File: config.mk
export PLATFORM = sky130hd
export DESIGN_NAME = instruction_memory_sync
export DESIGN_NICKNAME = d
export VERILOG_FILES = /design/src/rtl/instruction_memory_sync.sv
export SDC_FILE = /design/constraint.sdc
export NUM_CORES = 2
export LEC_CHECK = 0
export BUFFER_PORTS_ARGS = -buffer_cell sky130_fd_sc_hd__buf_2
export CORE_MARGIN = 8
export CORE_UTILIZATION = 35
export CTS_CLUSTER_DIAMETER = 60
export CTS_CLUSTER_SIZE = 20
export DETAILED_ROUTE_END_ITERATION = 8
export PLACE_DENSITY = 0.53
export RECOVER_POWER = 100
export SETUP_SLACK_MARGIN = 0.1
export SLEW_MARGIN = 0
export SYNTH_ARGS = -nofsm -noshare
export SYNTH_HDL_FRONTEND = slang
export SYNTH_SLANG_ARGS = --single-unit
File: constraint.sdc
create_clock -name Clk -period 3.9 [get_ports Clk]
set_input_delay 0.585 -clock Clk [delete_from_list [all_inputs] [get_ports Clk]]
set_output_delay 0.585 -clock Clk [all_outputs]
set_load 0.005 [all_outputs]
File: src/rtl/instruction_memory_sync.sv
// Synchronous-read instruction memory with sequential program-load port and fault flags.
// Optional macro IMEM_PARITY_EN adds a stored even-parity bit per word and checks it on fetch.
module instruction_memory_sync #(
    parameter int unsigned           DATA_WIDTH    = 32,
    parameter int unsigned           ADDR_BITS     = 7,
    parameter bit                    LOAD_ON_RESET = 1'b0,
    parameter logic [DATA_WIDTH-1:0] NOP_WORD      = '0
) (
    input  logic                  Clk,
    input  logic                  Reset,
    input  logic [31:0]           Address,
    input  logic                  ReadEn,
    input  logic                  Stall,
    input  logic                  LoadStart,
    input  logic                  LoadValid,
    input  logic                  LoadLast,
    input  logic [DATA_WIDTH-1:0] LoadData,
    output logic                  Ready,
    output logic [DATA_WIDTH-1:0] Instruction,
    output logic                  InstrValid,
    output logic                  AddrFault,
    output logic [ADDR_BITS:0]    LoadCount,
    output logic                  ParityErr
);

    localparam int unsigned DEPTH = 2 ** ADDR_BITS;
    localparam logic [ADDR_BITS:0] LAST_INDEX = (ADDR_BITS + 1)'(DEPTH - 1);

`ifdef IMEM_PARITY_EN
    localparam int unsigned ENTRY_WIDTH = DATA_WIDTH + 1;
    localparam logic [ENTRY_WIDTH-1:0] INIT_ENTRY = {^NOP_WORD, NOP_WORD};
`else
    localparam int unsigned ENTRY_WIDTH = DATA_WIDTH;
    localparam logic [ENTRY_WIDTH-1:0] INIT_ENTRY = NOP_WORD;
`endif

    typedef enum logic {StLoad, StRun} state_e;

    state_e                   state;
    logic [ENTRY_WIDTH-1:0]   mem [DEPTH] = '{default: INIT_ENTRY};

    logic [ADDR_BITS-1:0]     rd_index;
    logic                     rd_fault;
    logic [ENTRY_WIDTH-1:0]   rd_entry;
    logic [DATA_WIDTH-1:0]    rd_data;
    logic                     rd_perr;

    logic                     wr_en;
    logic [ADDR_BITS-1:0]     wr_index;
    logic [ENTRY_WIDTH-1:0]   wr_entry;

    assign rd_index = Address[ADDR_BITS+1:2];
    assign rd_fault = (|Address[1:0]) | (|Address[31:ADDR_BITS+2]);
    assign rd_entry = mem[rd_index];
    assign rd_data  = rd_entry[DATA_WIDTH-1:0];

`ifdef IMEM_PARITY_EN
    // Stored bit makes the whole entry even; any odd total is a flipped bit.
    assign rd_perr  = ^rd_entry;
    assign wr_entry = {^LoadData, LoadData};
`else
    assign rd_perr  = 1'b0;
    assign wr_entry = LoadData;
`endif

    // LoadStart restarts the pointer, so a same-cycle write lands at index 0.
    assign wr_en    = (state == StLoad) && LoadValid && !Reset;
    assign wr_index = LoadStart ? '0 : LoadCount[ADDR_BITS-1:0];

    always_ff @(posedge Clk) begin
        if (wr_en) begin
            mem[wr_index] <= wr_entry;
        end
    end

    always_ff @(posedge Clk) begin
        if (Reset) begin
            state       <= LOAD_ON_RESET ? StLoad : StRun;
            Instruction <= NOP_WORD;
            InstrValid  <= 1'b0;
            AddrFault   <= 1'b0;
            ParityErr   <= 1'b0;
            LoadCount   <= '0;
        end else begin
            unique case (state)
                StLoad: begin
                    InstrValid <= 1'b0;
                    if (LoadStart) begin
                        LoadCount <= LoadValid ? (ADDR_BITS + 1)'(1) : '0;
                    end else if (LoadValid) begin
                        LoadCount <= LoadCount + 1'b1;
                        if (LoadLast || LoadCount == LAST_INDEX) begin
                            state <= StRun;
                        end
                    end
                end
                StRun: begin
                    if (LoadStart) begin
                        state       <= StLoad;
                        LoadCount   <= '0;
                        Instruction <= NOP_WORD;
                        InstrValid  <= 1'b0;
                        AddrFault   <= 1'b0;
                        ParityErr   <= 1'b0;
                    end else if (!Stall) begin
                        if (ReadEn) begin
                            InstrValid  <= 1'b1;
                            AddrFault   <= rd_fault;
                            ParityErr   <= !rd_fault && rd_perr;
                            Instruction <= (rd_fault || rd_perr) ? NOP_WORD : rd_data;
                        end else begin
                            InstrValid <= 1'b0;
                            AddrFault  <= 1'b0;
                            ParityErr  <= 1'b0;
                        end
                    end
                end
                default: state <= StRun;
            endcase
        end
    end

    assign Ready = (state == StRun);

endmodule

==> summary.md <==
| Metric | Value |
|---|---|
| Post-synth EDFFs | `4096` |
| Total gr overflow | `0` |
| Main area contributors after synthesis | `edfxtp_1 78%, mux4_2 13%, mux2i_1 2.2%` |
| Final hold vios | `0` |
| Die W | `689.0 um` |
| Post-synthesis sequential area ratio | `78.14%` |
| Yosys top cell by area | `edfxtp_1` |
| # setup viols final | `0` |
| Hold-critical path depth | `3` |
| Final #Nets | `7782` |
| WL per Instance | `34.94 um` |
| RSZ-0062 raised after global routing | `false` |
| Actual slew at the worst max-slew pin | `4086 ps` |
| Vias in the first global route | `78.98k` |
| # DRC | `0` |
| Gpl congestion | `0.8326` |
| Detailed Route Iter0 Violations | `10.90k` |
| Startpoint types | `input port` |
| Most frequent cells in the layout | `4096 x edfxtp_1, 939 x mux4_2, 355 x mux2i_1` |
| Reg clk slew, reported paths | `80 ps` |
| Drt total wl | `488200 um` |
| CTS tree | `yes` |
| Final Max Slew Viols | `2418` |
| Routed vias/inst | `5.676` |
| Final min period | `3705 ps` |
| Root cell of the clock tree | `clkbuf_16` |
| Clock Latency Late Sink | `970 ps` |
| Initial Utilization | `35.08%` |
| Ys async rst share | `0%` |
| Synthesized flop and latch total | `4139` |
| Final Skew | `72.13 ps` |
| Slew HR | `-172.4%` |
| Largest net degree at the start of global routing | `97` |
| Pre-Repair DR Iteration Count | `6` |
| Vias | `79.31k` |
| Port Buffers | `113` |
| Yosys top cell area share | `77.60%` |
| Leakage power | `56.34 nW` |
| Commonest non-fill, non-tap cell in the layout | `edfxtp_1` |
| Post-synth cell types | `56` |
| Die Span Y | `689.0 um` |
| First-pass GRT wire length | `663200 um` |
| Cell area after synthesis | `158500 um2` |
| Total power | `88.90 mW` |
| Synth Area per Inst | `22.33 um2` |
| Die area | `474700 um2` |
| Tcrit/Tclk final | `94.99%` |
| Setup TNS Final | `0 ps` |
| Share of cells above drive strength 1 | `27.64%` |
| Most used DFF post-synth | `edfxtp_1` |
| Worst vdd ir | `358.1 uV` |
| Syn nets | `7170` |
| Final ANT Viol Nets | `0` |
| Clock buffer depth | `4` |
| Post-synthesis cell count | `7098` |
| Initial antenna violation count | `66` |
| Clock sinks | `4139` |
| Register-to-Register Path Depth | `6` |
| # IOs | `115` |
| Max Clock Freq | `269.9 MHz` |
| TritonCTS Buffers | `329` |
| # rows | `247` |
| Status | `finished with violations` |
| Worst-path maximum fanout | `36` |
| Failing checks | `capacitance limit, slew limit` |
| Crit path DAT | `4490 ps` |
| Warnings from Yosys | `0` |
| HP Class | `input port to flip-flop` |
| Power Dens Cells | `489.7 nW/um2` |
| Setup crit end kind | `flip-flop` |
| H-tree levels | `5` |
| Core footprint | `451800 um2` |
| Area growth syn-to-layout | `14.53%` |
| # fillers | `39.65k` |
| GRT Overall Usage | `20.02%` |
| Dpl hpwl | `290700 um` |
| Crit path required time | `4690 ps` |
| Crit Path Class | `input port to flip-flop` |
| Max-Cap Viols | `44` |
[cells by family (layout without fill, tap and decap cells)]
kind of cell	after synthesis	count (layout)	share of synthesized area, %
and+or+nand+nor	499	499	1.456
AOI/OAI and AO/OA	715	715	3.272
adders and majority gates	1	1	0.007893
xor gates and xnor gates	6	6	0.03315
DFF	4139	4139	78.14
muxes	1316	1316	15.74
other	1	31	0.002366
buffers and inverters	421	1289	1.344
[power breakdown]
part	leakage, nW	switching, mW	internal (mW)
combinational	13.7	3.17	1.68
clock	5.46	17.6	17.6
sequential	37.1	0.00379	48.9
[Yosys cell counts (25+ instances only)]
cell and n:
clkbuf_1 205, buf_1 39, nand2b_1 34, mux2i_1 355, dfxtp_1 43, a221oi_1 73, a211oi_1 73, a22o_1 29
or2_2 25, a211o_1 33, buf_6 38, edfxtp_1 4096, buf_4 40, o22ai_1 117, nor2_1 160, nor3_1 53
buf_2 92, o221ai_1 122, a21oi_1 131, o21ai_0 54, mux4_2 939, nand2_1 144, nor2b_1 36
[worst max-delay path, stage by stage]
cell and delay, ps:
buf_12 330, buf_12 300, clkbuf_2 520, buf_12 260, mux4_2 530, mux4_2 560
a221oi_1 1120, a211oi_1 160
[final timing paths]
kind                    from              end  slack [ps]
max               Address[2]   Instruction[8]         200
min                    Reset     LoadCount[0]         430
max reg2reg     LoadCount[5]       mem[99][1]         200
min reg2reg  Instruction[28]  Instruction[28]         480
[through the flow]
stage	setup WS (ps)	area [um2]	cells	util [%]	hold WS, ps
4_1_cts	361.4	183900	13940	40.70	34.22
2_1_floorplan	349.5	158500	7098	-	446.7
6_report	195.4	181500	13970	40.18	429.6
3_5_place_dp	-681.4	172600	13350	38.20	446.9
5_1_grt	150.5	181500	13950	40.17	399.1
3_3_place_gp	-679.2	172600	13350	38.19	439.5
[state kept, by name, indices dropped and copies added (netlist names)]
signal,cells
mem,4096
Instruction,32
LoadCount,8
AddrFault,1
InstrValid,1
Ready,1
[what timing repair did]
action	CTS	global route
setup buffers	0	0
gates resized for setup	0	0
hold buffers	7	0
hold endpoints to repair	11	0
[area by class of cell]
type / instances / area [um2] / share of cell area [%]
Timing Repair Buffer: 695 / 5942 / 3.273
Antenna cell: 30 / 75.07 / 0.04136
Inverter: 7 / 38.79 / 0.02137
Multi-Input combinational cell: 2538 / 32920 / 18.13
Clock buffer: 353 / 8524 / 4.696
Tap cell: 5976 / 7477 / 4.119
Clock inverter: 234 / 2695 / 1.485
Sequential cell: 4139 / 123900 / 68.23
[routing by layer]
layer | part of all wire, % | vias to the layer above | track usage [%]
li1 | - | 31620 | -
met1 | 41 | 43470 | 27.91
met2 | 46 | 3581 | 31.58
met3 | 9.3 | 613 | 4.566
met4 | 3.4 | 28 | 5.801
met5 | 0.041 | - | 0
Note: power is estimated with default switching activity, not from simulation.
